`config.mk`:
```
export PLATFORM = sky130hd
export DESIGN_NAME = uart_rx
export DESIGN_NICKNAME = d
export VERILOG_FILES = /design/src/rtl/segway_pkg.sv /design/src/rtl/sync2.sv /design/src/rtl/uart_rx.sv
export SDC_FILE = /design/constraint.sdc
export NUM_CORES = 1
export LEC_CHECK = 0
export BUFFER_PORTS_ARGS = -buffer_cell sky130_fd_sc_hd__buf_4
export CORE_MARGIN = 5
export CORE_UTILIZATION = 62
export CTS_CLUSTER_SIZE = 8
export DETAILED_ROUTE_END_ITERATION = 16
export PLACE_DENSITY = 0.82
export SYNTH_ARGS = -nofsm -noshare
export SYNTH_HDL_FRONTEND = slang
export SYNTH_SLANG_ARGS = --single-unit
```
`constraint.sdc`:
```
create_clock -name clk -period 3.41 [get_ports clk]
set_input_delay 0.682 -clock clk [delete_from_list [all_inputs] [get_ports clk]]
set_output_delay 0.682 -clock clk [all_outputs]
set_load 0.02 [all_outputs]
```
`src/rtl/segway_pkg.sv`:
```
// Shared types and constants for the segway serial front end.
// Holds the receiver FSM state encoding and the default bit-period divider.
package segway_pkg;

  typedef enum logic [1:0] {
    IDLE  = 2'd0,
    START = 2'd1,
    RECV  = 2'd2
  } rx_state_t;

  // 50 MHz system clock / 19200 baud
  localparam int BAUD_DIV_DEFAULT = 2604;

  localparam int DATA_BITS = 8;

  localparam logic [3:0] STOP_IDX = 4'(DATA_BITS);

  function automatic int cnt_width(input int div);
    return $clog2(div + 1);
  endfunction

endpackage

```
`src/rtl/sync2.sv`:
```
// Two-flop synchronizer for a single asynchronous level.
// The reset value is a parameter so idle-high lines come out of reset idle.
module sync2 #(
  parameter logic RST_VAL = 1'b1
) (
  input  logic clk,
  input  logic rst_n,
  input  logic d,
  output logic q
);

  logic meta;

  always_ff @(posedge clk) begin
    if (!rst_n) begin
      meta <= RST_VAL;
      q    <= RST_VAL;
    end else begin
      meta <= d;
      q    <= meta;
    end
  end

endmodule

```
`src/rtl/uart_rx.sv`:
```
// 8N1 UART receiver: start-bit qualification at half a bit, LSB-first data,
// stop-bit check, sticky rdy handshake with overrun and framing-error pulses.
module uart_rx
  import segway_pkg::*;
#(
  parameter int BAUD_DIV = BAUD_DIV_DEFAULT,
  parameter int HALF_DIV = BAUD_DIV / 2
) (
  input  logic       clk,
  input  logic       rst_n,
  input  logic       RX,
  input  logic       clr_rdy,
  output logic [7:0] rx_data,
  output logic       rdy,
  output logic       frm_err,
  output logic       ovr
);

  localparam int CNT_W = cnt_width(BAUD_DIV);
  localparam logic [CNT_W-1:0] HALF_LOAD = CNT_W'(HALF_DIV);
  localparam logic [CNT_W-1:0] BAUD_LOAD = CNT_W'(BAUD_DIV);

  rx_state_t state;
  rx_state_t next_state;

  logic                 rx_s;
  logic                 rx_prev;
  logic                 fall_edge;
  logic [CNT_W-1:0]     baud_cnt;
  logic                 baud_done;
  logic [3:0]           bit_cnt;
  logic [DATA_BITS-1:0] shift_reg;

  logic load_half;
  logic load_baud;
  logic clr_bits;
  logic shift_en;
  logic stop_ok;
  logic stop_bad;

  sync2 #(
    .RST_VAL(1'b1)
  ) u_sync (
    .clk  (clk),
    .rst_n(rst_n),
    .d    (RX),
    .q    (rx_s)
  );

  assign fall_edge = rx_prev & ~rx_s;

  // Loading N and acting on the count-of-1 cycle gives exactly N cycles per interval.
  assign baud_done = (baud_cnt <= CNT_W'(1));

  always_ff @(posedge clk) begin
    if (!rst_n) begin
      state <= IDLE;
    end else begin
      state <= next_state;
    end
  end

  always_comb begin
    next_state = state;
    load_half  = 1'b0;
    load_baud  = 1'b0;
    clr_bits   = 1'b0;
    shift_en   = 1'b0;
    stop_ok    = 1'b0;
    stop_bad   = 1'b0;
    case (state)
      IDLE: begin
        if (fall_edge) begin
          next_state = START;
          load_half  = 1'b1;
        end
      end
      START: begin
        if (baud_done) begin
          if (rx_s) begin
            next_state = IDLE;
          end else begin
            next_state = RECV;
            load_baud  = 1'b1;
            clr_bits   = 1'b1;
          end
        end
      end
      RECV: begin
        if (baud_done) begin
          if (bit_cnt == STOP_IDX) begin
            next_state = IDLE;
            stop_ok    = rx_s;
            stop_bad   = ~rx_s;
          end else begin
            shift_en  = 1'b1;
            load_baud = 1'b1;
          end
        end
      end
      default: next_state = IDLE;
    endcase
  end

  always_ff @(posedge clk) begin
    if (!rst_n) begin
      rx_prev   <= 1'b1;
      baud_cnt  <= '0;
      bit_cnt   <= '0;
      shift_reg <= '1;
    end else begin
      rx_prev <= rx_s;

      if (load_half) begin
        baud_cnt <= HALF_LOAD;
      end else if (load_baud) begin
        baud_cnt <= BAUD_LOAD;
      end else if (baud_cnt != '0) begin
        baud_cnt <= baud_cnt - 1'b1;
      end

      if (clr_bits) begin
        bit_cnt <= '0;
      end else if (shift_en) begin
        bit_cnt <= bit_cnt + 4'd1;
      end

      if (shift_en) begin
        shift_reg <= {rx_s, shift_reg[DATA_BITS-1:1]};
      end
    end
  end

  // A completing byte outranks a same-cycle clear, so clr_rdy only acts when no byte lands.
  always_ff @(posedge clk) begin
    if (!rst_n) begin
      rx_data <= '0;
      rdy     <= 1'b0;
      frm_err <= 1'b0;
      ovr     <= 1'b0;
    end else begin
      frm_err <= stop_bad;
      ovr     <= stop_ok & rdy & ~clr_rdy;
      if (stop_ok) begin
        rx_data <= shift_reg;
        rdy     <= 1'b1;
      end else if (clr_rdy) begin
        rdy <= 1'b0;
      end
    end
  end

endmodule

```
## After elaboration in Yosys (flattened, before gate mapping)

Cells that the tools add are included.

- Bits in registers: 40
- Input port bits: 4
- Output and inout port bits: 11
- Logic and storage cells: 62

- $add $sub $neg: 2
- $lt $le $gt $ge: 1
- Equality and inequality tests: 7
- Multiplexer cells: 23
- Bitwise operators: 6
- Reduce and logical (&&, ||, !) cells: 10

Operators by type and width:

| kind | count |
|---|---|
| 2-to-1 mux 12 bit | 2 |
| 2-to-1 mux 1 bit | 13 |
| less-or-equal comparator 12 x 1 -> 1 bit, second input constant | 1 |
| nonzero test 12 bit | 1 |
| subtractor 12 x 1 -> 12 bit, second input constant | 1 |
| 2-to-1 mux 11 bit | 1 |
| 2-to-1 mux 2 bit | 5 |
| inequality test 2 bit, second input constant | 4 |
| AND reduction 4 bit | 2 |
| case mux 2 bit (3 select lines) | 1 |
| adder 4 x 1 -> 4 bit, second input constant | 1 |
| == test 4 bit, second input constant | 1 |
| nonzero test 2 bit | 2 |
| OR reduction 2 bit | 2 |
| bitwise AND 1 bit | 3 |
| NOT 1 bit | 3 |
| nonzero test 3 bit | 1 |
| OR reduction 3 bit | 1 |
| == test 2 x 1 -> 1 bit, second input constant | 1 |
| == test 2 bit, second input constant | 1 |
| logical NOT 2 bit | 1 |
| case mux 1 bit (2 select lines) | 1 |

## Logic depth before layout (Yosys ltp)

Gate-level depths: netlist (run 1).

- Depth in word-level cells: 6
- Mapped depth: 8
- Gate-level depth less buffers: 7

## By module

A second synthesis (run 1) with hierarchy kept.

- Cells, all modules: 211
- Area total of the unflattened synthesis: 1,844.3 um^2

Modules (own cells, without submodules):

| module | instances | cells an instance | area each (um^2) | seq. area each (um^2) |
|---|---|---|---|---|
| uart_rx | 1 | 207 | 1,791.7 | 760.7 |
| sync2 | 1 | 4 | 52.6 | 40.0 |

## Worst setup path after synthesis (run 1)

No wires, ideal clock.

- Kind: reg2reg
- Start point: reg baud_cnt[2]
- End point: reg baud_cnt[11]
- Library setup time: 0.070 ns
- Data arrival time: 1.822 ns
- Data required time: 3.340 ns
- Path slack: 1.518 ns
- Cell stages (with the launch flop): 6
- Buffers on the path: 0
- Period minus slack after synthesis: 1.892 ns
- Cells stage by stage: dfxtp_1 -> or4_4 -> a211o_1 -> or4_1 -> xor2_1 -> a21oi_1

- Longest elaborated chain between the ends: 4
- Elaborated cells on any way between the ends: 9
- Those cells by class: add/sub (1); order compare (1); mux (5); reduce/logical (2)

Ends and longest elaborated chain:

| item | RTL line | source |
|---|---|---|
| from (decl) | uart_rx.sv:29 | `logic [CNT_W-1:0] baud_cnt;` |
| from (signal assigned) | uart_rx.sv:119 | `baud_cnt <= baud_cnt - 1'b1;` |
| less-or-equal comparator 12 x 1 -> 1 bit | uart_rx.sv:53 | `assign baud_done = (baud_cnt <= CNT_W'(1));` |
| 2-to-1 mux 1 bit (on tied branches) | uart_rx.sv:90, uart_rx.sv:79 |  |
| case mux 1 bit (2 select lines) | uart_rx.sv:71 | `case (state)` |
| 2-to-1 mux 12 bit / nonzero test 2 bit (equally long branches) | - |  |

Several ways; a longest one is shown, not always the timed one. The select of a mux whose other input is x is not followed.
A chain may end at the register's enable or synchronous reset.

## Worst setup path in the final report (run 1)

- Start point: reg baud_cnt[10]
- End point: reg rx_data[6]

- Longest elaborated chain between the ends: 3

Ends and longest elaborated chain:

| item | RTL line | source |
|---|---|---|
| less-or-equal comparator 12 x 1 -> 1 bit | uart_rx.sv:53 |  |
| 2-to-1 mux 1 bit | uart_rx.sv:90 | `if (baud_done) begin` |
| 2-to-1 mux 1 bit | uart_rx.sv:71 |  |
| to (signal assigned) | uart_rx.sv:145 | `rx_data <= shift_reg;` |
| to (decl) | uart_rx.sv:13 | `output logic [7:0] rx_data,` |

No other way between the ends.

==> results.toml, run 1 <==
[timing]
fin_setup_tns_ps = 0
fin_crit_sh_pct = 67.0
tightest_slew_ps = 722
setup_viol_count_final = 0
skew_ps = 9.72
timing.fmax_mhz = 438
max-slew-margin-rel_pct = 51.5
rsz0062_at_grt = "false"
finalHoldViolCount = 0
final_max_slew_viol_count = 0
fin_crit_ps = 2280

[clocking]
htreeDepth = 2
ctsResizeCount = 0
cts_buffers = 5
clock_path_buffers = 2
clk_pin_slew_ps = 120
clock-root-buffer = "clkbuf_4"
post_cts_buffers = 0
postCtsHoldBufs = 0
clock_latency_ps = 360
cts_tree = "built"
clock_sinks = 40

[place]
place_hpwl_um = 2710
gp_congestion = 0.905
port_buffers = 14

[worst_setup_path]
cp_slowest_cell = "nor4_2"
critical_path_buf_inv_count = 0
crit_path_max_incr_delay_ps = 680
end_kind = "flop"
critical_path_arrival_ps = 2510
critPathLaunchType = "flop"
crit_chain = "nor4_2 > nand4_2 > nor2_2 > o21ai_0"
path_delay_family = "simple AND/OR/NAND/NOR gates"
crit_fanout = 18
crit_type = "reg -> reg"
cp.required_ps = 3640

[pwr]
combPwrFrac_pct = 37.1
ir_worst_vdd_mv = 0.573
p_leak_nw = 0.781
power.density_nw_per_um2 = 705
switching_share_pct = 39.2
seqPwrFrac_pct = 43.7
pwr-share-clk_pct = 19.2
p_switching_w = 0.000540
p_int_w = 0.000839

[job]
maxCapViolCount = 0

[route]
dr.pass1.iters = 5
wire_per_inst_um = 14.8
post_drt_via_cell_ratio = 5.88
drt_iter0_drc = 101
drc = 0
num_vias = 1517
routed_wl_um = 3820
drtAntennaViolNets = 0

[die]
core_area_um2 = 2760
die_h_um = 63.5
dieArea_um2 = 4030
pin_count = 15
start_util_pct = 64.3
die_x_um = 63.5
rows = 19

[synthesis]
synth_top_area_share_pct = 45.2
netlist_area_um2 = 1770
syn_area_per_cell_um2 = 8.48
ys_warn_count = 0
async_flop_share_pct = 0
seq_area_frac_synth_pct = 45.2
synth_commonest_cells = "dfxtp_1 (40), nand2_1 (35), nand3_1 (21)"
synthAdderAreaFrac_pct = 4.94
yosys.area_share.xor_xnor_pct = 3.95
synth_area_leaders = "dfxtp_1 (45%), nand2_1 (7.4%), nand3_1 (5.9%), ha_1 (4.9%), a21oi_1 (3.7%)"
syn-num-nets = 220
ys_seq_elements = 40
synth-edff-count = 0
synthMuxAreaShare_pct = 0.565
synth_flop_cell = "dfxtp_1"
synth_top_family_by_area = "simple AND/OR/NAND/NOR gates"
synth_top_area_cell = "dfxtp_1"
yosys.area_share.simple_pct = 29.9
synth_cells = 209
synth-compound-area-share_pct = 11.9
post-synth-top-count-cell = "dfxtp_1"
yosysUniqueCellTypes = 43

[finish]
seqCellArea_um2 = 801
diodes = 0
area_growth_syn_to_layout_pct = 10.4
drive_above_1_share_pct = 13.7
largest_reg_flops = 12
multi_input_area_um2 = 908
nFillCells = 222
fin_util_pct = 71.0
fin_nets = 237

[min_path]
hold_path.class = "reg -> reg"

[grt]
grt_pass1_vias = 1500
grt_max_degree = 34
grt_usage_pct = 20.2
overflow = 0
grt_pass1_wl_um = 6540
grt_antenna_before_repair = 0

[outcome]
status = "finished, final reports clean"
==> layout make-up <==
class,count,area share (%)
Clock buffer,6,2.62
Timing Repair Buffer,14,5.37
Tap cell,31,1.98
Clock inverter,2,0.767
Sequential cell,40,40.9
Multi-Input combinational cell,155,46.4
Inverter,10,1.92
==> through the flow <==
step	area, um^2	setup WS, ps	power [W]	hold WS (ps)	std cells
after global routing	1960	872	0.00147	449	258
after global placement	1890	1370	0.00107	395	250
after CTS	1960	1150	0.00137	435	258
final	1960	1130	0.00138	429	258
after detailed placement	1890	1170	0.00111	405	250
after floorplan	1770	1520	0.00100	386	209
==> power groups by stage <==
stage	clock network (W)	logic, W	registers [W]
2_1_floorplan	0	0.000408	0.000591
3_3_place_gp	0	0.000469	0.000602
3_5_place_dp	0	0.000498	0.000610
4_1_cts	0.000265	0.000506	0.000601
5_1_grt	0.000288	0.000569	0.000612
6_report	0.000265	0.000511	0.000603
==> per-layer routing <==
metal | track usage (%) | vias up | share of wire, %
li1 | - | 760 | -
met1 | 21.9 | 702 | 43
met2 | 35.5 | 44 | 50
met3 | 4.97 | 11 | 4.4
met4 | 10.9 | 0 | 2.7
met5 | 0 | - | 0
==> layout by cell type, fill, tap and decap left out, types with 2 or more instances in the layout <==
| master | count |
|---|---|
| a21oi_1 | 13 |
| a31oi_1 | 4 |
| buf_4 | 14 |
| clkbuf_4 | 5 |
| clkinvlp_4 | 2 |
| dfxtp_1 | 40 |
| ha_1 | 7 |
| inv_1 | 10 |
| nand2_1 | 35 |
| nand2b_1 | 5 |
| nand3_1 | 21 |
| nor2_1 | 12 |
| nor2_2 | 2 |
| nor2b_1 | 3 |
| nor3_1 | 4 |
| nor4_1 | 2 |
| nor4_2 | 2 |
| o21ai_0 | 12 |
| or4_1 | 3 |
| xnor2_1 | 5 |
| xor2_1 | 3 |
==> cells by family (layout without fill, tap and decap cells) <==
| logic type | count (synthesis) | in the layout |
|---|---|---|
| buf+inv | 14 | 32 |
| fa+ha+maj | 7 | 7 |
| simple gates | 102 | 102 |
| xor+xnor | 8 | 8 |
| compound gates | 37 | 37 |
| flops | 40 | 40 |
| mux | 1 | 1 |
==> worst paths after layout <==
check	slack, ps	endpoint	startpoint	cells after the start
max reg2reg	1130	rx_data[6]	baud_cnt[10]	4
min reg2reg	430	u_sync.q	u_sync.meta	1
max	1130	rx_data[6]	baud_cnt[10]	4
min	430	u_sync.q	u_sync.meta	1
(Power assumes the default switching activity.)
==> inputs of run 2 (changes only) <==
--- a/config.mk
+++ b/config.mk
@@ -7,10 +7,10 @@
 export LEC_CHECK = 0
 export BUFFER_PORTS_ARGS = -buffer_cell sky130_fd_sc_hd__buf_4
 export CORE_MARGIN = 5
-export CORE_UTILIZATION = 62
+export CORE_UTILIZATION = 58
 export CTS_CLUSTER_SIZE = 8
 export DETAILED_ROUTE_END_ITERATION = 16
-export PLACE_DENSITY = 0.82
+export PLACE_DENSITY = 0.78
 export SYNTH_ARGS = -nofsm -noshare
 export SYNTH_HDL_FRONTEND = slang
 export SYNTH_SLANG_ARGS = --single-unit
==> constraint.sdc (replaced) <==
create_clock -name clk -period 2.3 [get_ports clk]
set_input_delay 0.46 -clock clk [delete_from_list [all_inputs] [get_ports clk]]
set_output_delay 0.46 -clock clk [all_outputs]
set_load 0.02 [all_outputs]
==> run 2 against run 1 <==
Sequential share of layout area decreased by 0.31 points. Largest power group unchanged. Critical endpoint is now baud_cnt[11]. Core utilization decreased by 5.3 points. Setup slack got worse by 880 ps. Largest cell class unchanged. Combinational power increased by 56%. First-iteration DRC count decreased by 21%.
==> results.toml, run 2 (same netlist as run 1, synthesis figures left out) <==
[finish]
area_growth_syn_to_layout_pct = 11.2
fin_cells = 263
layout_commonest_cell = "dfxtp_1"
drive_above_1_share_pct = 14.8
largest_reg_flops = 12
final_cell_mix = "dfxtp_1 (40), nand2_1 (35), nand3_1 (21)"
fin_nets = 240
fin_area_um2 = 1970
diodes = 0

[timing]
skew_ps = 12.6
tightest_slew_ps = 414
finalHoldViolCount = 0
fin_crit_sh_pct = 89.2
fin_setup_tns_ps = 0
rsz0062_at_grt = "false"
hold_slack_ps = 284
fin_crit_ps = 2050
max-slew-margin-rel_pct = 72.4
timing.fmax_mhz = 488
final_max_slew_viol_count = 0
setup_viol_count_final = 0

[place]
dp.cells = 255
gp_congestion = 0.867
place_hpwl_um = 2560
port_buffers = 14
dpl-instance-area_um2 = 1920

[worst_setup_path]
end_kind = "flop"
r2r_start = "baud_cnt[0]"
crit_fanout = 6
cp.required_ps = 2600
reg2reg_slack_ps = 250
rr_worst_depth = 7
reg2reg_to = "baud_cnt[11]"
critical_path_arrival_ps = 2350
crit_type = "reg -> reg"
critPathLaunchType = "flop"

[min_path]
hold_path.class = "in -> reg"
worstHoldEndpoint = "u_sync.meta"
min_from = "RX"
hold_depth = 2

[route]
wire_per_inst_um = 13.6
routed_wl_um = 3590
drt_iter0_drc = 80
dr.pass1.iters = 4
drtAntennaViolNets = 0
num_vias = 1524
drc = 0
post_drt_via_cell_ratio = 5.79

[outcome]
status = "finished, final reports clean"

[clocking]
cts_tree = "built"
htreeDepth = 2
clk_pin_slew_ps = 130
clock_latency_ps = 360
clock_sinks = 40
clock-root-buffer = "clkbuf_4"
clock_path_buffers = 2
postCtsHoldBufs = 0
cts_buffers = 5
post_cts_buffers = 0
ctsResizeCount = 0

[grt]
grt_usage_pct = 19.5
grt_pass1_wl_um = 6450
grt_pass1_vias = 1536
grt_antenna_before_repair = 0
grt_max_degree = 34
overflow = 0

[die]
die_h_um = 65.3
pin_count = 15
die_x_um = 65.3
core_area_um2 = 3000
start_util_pct = 59.0
dieArea_um2 = 4260
rows = 20

[job]
maxCapViolCount = 0

[pwr]
ir_worst_vdd_mv = 0.532
power.density_nw_per_um2 = 1030
p_leak_nw = 0.801
[run 2: cell count changes in the layout (fill, tap and decap cells not counted), sizes merged]
| cell | delta |
|---|---|
| buf | +3 |
| clkbuf | -1 |
| clkinv | +3 |
| clkinvlp | -2 |
[run 2: per-stage QoR]
stage	util (%)	worst slack, ps	total power [W]
after floorplan	-	408	0.00148
after global placement	63.8	359	0.00164
after detailed placement	63.8	261	0.00169
after CTS	65.7	238	0.00204
after global routing	65.7	110	0.00220
final	65.7	249	0.00204
[run 2: how the worst max path moves through the flow]
stage | cells past startpoint | slack [ps] | end | start
final | 7 | 250 | baud_cnt[11] | baud_cnt[0]
after global routing | 7 | 110 | baud_cnt[11] | baud_cnt[0]
after CTS | 7 | 240 | baud_cnt[11] | baud_cnt[0]
after detailed placement | 7 | 260 | baud_cnt[11] | baud_cnt[0]
after global placement | 7 | 360 | baud_cnt[11] | baud_cnt[0]
after floorplan | 5 | 410 | baud_cnt[11] | baud_cnt[2]
[run 2: layout make-up]
type	count	area (um^2)
Fill cell	269	1030
Clock buffer	5	37.5
Timing Repair Buffer	17	128
Multi-Input combinational cell	155	908
Sequential cell	40	801
Clock inverter	3	18.8
Inverter	10	37.5
Tap cell	33	41.3
[run 2: worst max-delay path: stages, from the launching register on]
cell and delay (ps):
dfxtp_1 430, inv_1 60, ha_1 270, nor3b_1 190, a211o_1 330, or4_1 420, xor2_1 160, a21oi_1 150
[run 2: power breakdown]
part | total [W] | switching [W] | internal (W) | leakage (nW)
clock | 0.000352 | 0.000235 | 0.000117 | 0.0349
combinational | 0.000799 | 0.000441 | 0.000359 | 0.440
sequential | 0.000888 | 0.000111 | 0.000777 | 0.325
total | 0.00204 | 0.000786 | 0.00125 | 0.801
[run 2: routing by layer]
| metal | wire, um | GRT usage (%) | share of wire [%] | up-vias |
|---|---|---|---|---|
| met1 | 1570 | 21.9 | 44 | 705 |
| met4 | 55 | 9.33 | 1.5 | 0 |
| li1 | - | - | - | 764 |
| met5 | 0 | 0 | 0 | - |
| met2 | 1760 | 33.2 | 49 | 49 |
| met3 | 211 | 6.32 | 5.9 | 6 |
==> inputs of run 3 (changes only) <==
--- a/config.mk
+++ b/config.mk
@@ -7,10 +7,9 @@
 export LEC_CHECK = 0
 export BUFFER_PORTS_ARGS = -buffer_cell sky130_fd_sc_hd__buf_4
 export CORE_MARGIN = 5
-export CORE_UTILIZATION = 58
+export CORE_UTILIZATION = 40
 export CTS_CLUSTER_SIZE = 8
 export DETAILED_ROUTE_END_ITERATION = 16
-export PLACE_DENSITY = 0.78
 export SYNTH_ARGS = -nofsm -noshare
 export SYNTH_HDL_FRONTEND = slang
 export SYNTH_SLANG_ARGS = --single-unit
==> run 3 against run 2 <==
Sequential power about the same. Highest routed layer unchanged. Largest cell class unchanged. Largest power group unchanged. Via count decreased by 2.4%. Cell count increased by 6.8%. Combinational power decreased by 2%.
==> results.toml, run 3 (same netlist as run 1, synthesis figures left out) <==
[clocking]
htreeDepth = 2
clock_sinks = 40
cts_buffers = 5
post_cts_buffers = 0
cts_tree = "built"
clock_path_buffers = 2
ctsResizeCount = 0
clk_pin_slew_ps = 80
clock_latency_ps = 300
clock-root-buffer = "clkbuf_8"
postCtsHoldBufs = 0

[worst_setup_path]
critical_path_arrival_ps = 2270
critical_path_depth = 7
cp.required_ps = 2530
rr_worst_depth = 7
r2r_start = "baud_cnt[0]"
crit_type = "reg -> reg"
critical_path_buf_inv_count = 1
cp-startpoint = "baud_cnt[0]"
path_delay_family = "simple AND/OR/NAND/NOR gates"
crit_fanout = 6
cp_slowest_cell = "or4_1"
critPathLaunchType = "flop"
reg2reg_slack_ps = 260
reg2reg_to = "baud_cnt[11]"
crit_chain = "inv_1 > ha_1 > nor3b_1 > a211o_1 > or4_1 > xor2_1 > a21oi_1"
end_kind = "flop"
crit_path_max_incr_delay_ps = 420
setup.worst_path.end = "baud_cnt[11]"

[timing]
worst_slack_ps = 264
fin_crit_sh_pct = 88.5
hold_slack_ps = 344
max-slew-margin-rel_pct = 60.8
rsz0062_at_grt = "false"
finalHoldViolCount = 0
fin_setup_tns_ps = 0
tightest_slew_ps = 588
timing.fmax_mhz = 491
fin_crit_ps = 2040
setup_viol_count_final = 0
skew_ps = 8.10
final_max_slew_viol_count = 0

[grt]
grt_pass1_wl_um = 5970
overflow = 0
grt_antenna_before_repair = 0
grt_max_degree = 34
grt_pass1_vias = 1331
grt_usage_pct = 12.3

[finish]
area_growth_syn_to_layout_pct = 15.8
drive_above_1_share_pct = 14.4
nFillCells = 437
layout_commonest_cell = "dfxtp_1"
largest_reg_flops = 12
fin_area_um2 = 2050
diodes = 0
final_cell_mix = "dfxtp_1 (40), nand2_1 (35), nand3_1 (21)"
fin_nets = 239

[route]
drt_iter0_drc = 69
dr.pass1.iters = 4
wire_per_inst_um = 12.5
drc = 0
post_drt_via_cell_ratio = 5.30
routed_wl_um = 3510
drtAntennaViolNets = 0
num_vias = 1488

[job]
maxCapViolCount = 0

[place]
dpl-instance-area_um2 = 1930
gp_congestion = 0.754
place_hpwl_um = 2510
port_buffers = 14
dp_slack_ps = 295

[die]
rows = 24
start_util_pct = 41.0
die_h_um = 76.6
pin_count = 15
die_x_um = 76.6
core_area_um2 = 4320
dieArea_um2 = 5860

[pwr]
ir_worst_vdd_mv = 0.379
power.density_nw_per_um2 = 1110
p_leak_nw = 0.822
total_power_w = 0.00228

[min_path]
min_from = "RX"
hold_path.class = "in -> reg"

[outcome]
status = "finished, final reports clean"
run 3: cell types whose count changed in the layout (fill, tap and decap cells not counted), sizes merged:
cell	delta
clkinv	-2
buf	-1
bufinv	+1
clkbuf	+1
run 3: per-stage QoR:
stage | util, % | std cells
floorplan | - | 209
global placement | 44.7 | 273
detailed placement | 44.7 | 273
CTS | 47.5 | 281
global route | 47.5 | 281
finish | 47.5 | 281
run 3: worst register-to-register path: stages, from the launching register on:
cell and delay, ps:
dfxtp_1 410, inv_1 60, ha_1 270, nor3b_1 190
a211o_1 330, or4_1 420, xor2_1 150, a21oi_1 140
run 3: layer usage:
layer / share of wire [%] / routed length [um] / vias to the layer above / GRT usage, %
met5: 0 / 0 / - / 0
met1: 51 / 1780 / 698 / 16.0
met3: 3.1 / 109 / 6 / 4.37
met4: 1.5 / 52 / 0 / 4.20
met2: 45 / 1570 / 14 / 18.9
li1: - / - / 770 / -
run 3: worst min path at each step:
stage	to	slack (ps)	depth (start not counted)
2_1_floorplan	u_sync.q	390	1
3_3_place_gp	u_sync.q	410	1
3_5_place_dp	u_sync.q	410	1
4_1_cts	u_sync.meta	340	2
5_1_grt	u_sync.meta	340	2
6_report	u_sync.meta	340	2
run 3: layout make-up:
| type | instances | area (um^2) | share of cell area, % |
|---|---|---|---|
| Clock buffer | 6 | 82.6 | 4.02 |
| Clock inverter | 2 | 38.8 | 1.89 |
| Inverter | 10 | 37.5 | 1.83 |
| Multi-Input combinational cell | 155 | 908 | 44.2 |
| Sequential cell | 40 | 801 | 39.0 |
| Tap cell | 52 | 65.1 | 3.17 |
| Timing Repair Buffer | 16 | 120 | 5.85 |
run 3: where the power goes:
part | switching, W | total (W) | internal (W)
logic | 0.000424 | 0.000782 | 0.000359
clock network | 0.000255 | 0.000610 | 0.000355
registers | 0.000109 | 0.000886 | 0.000777
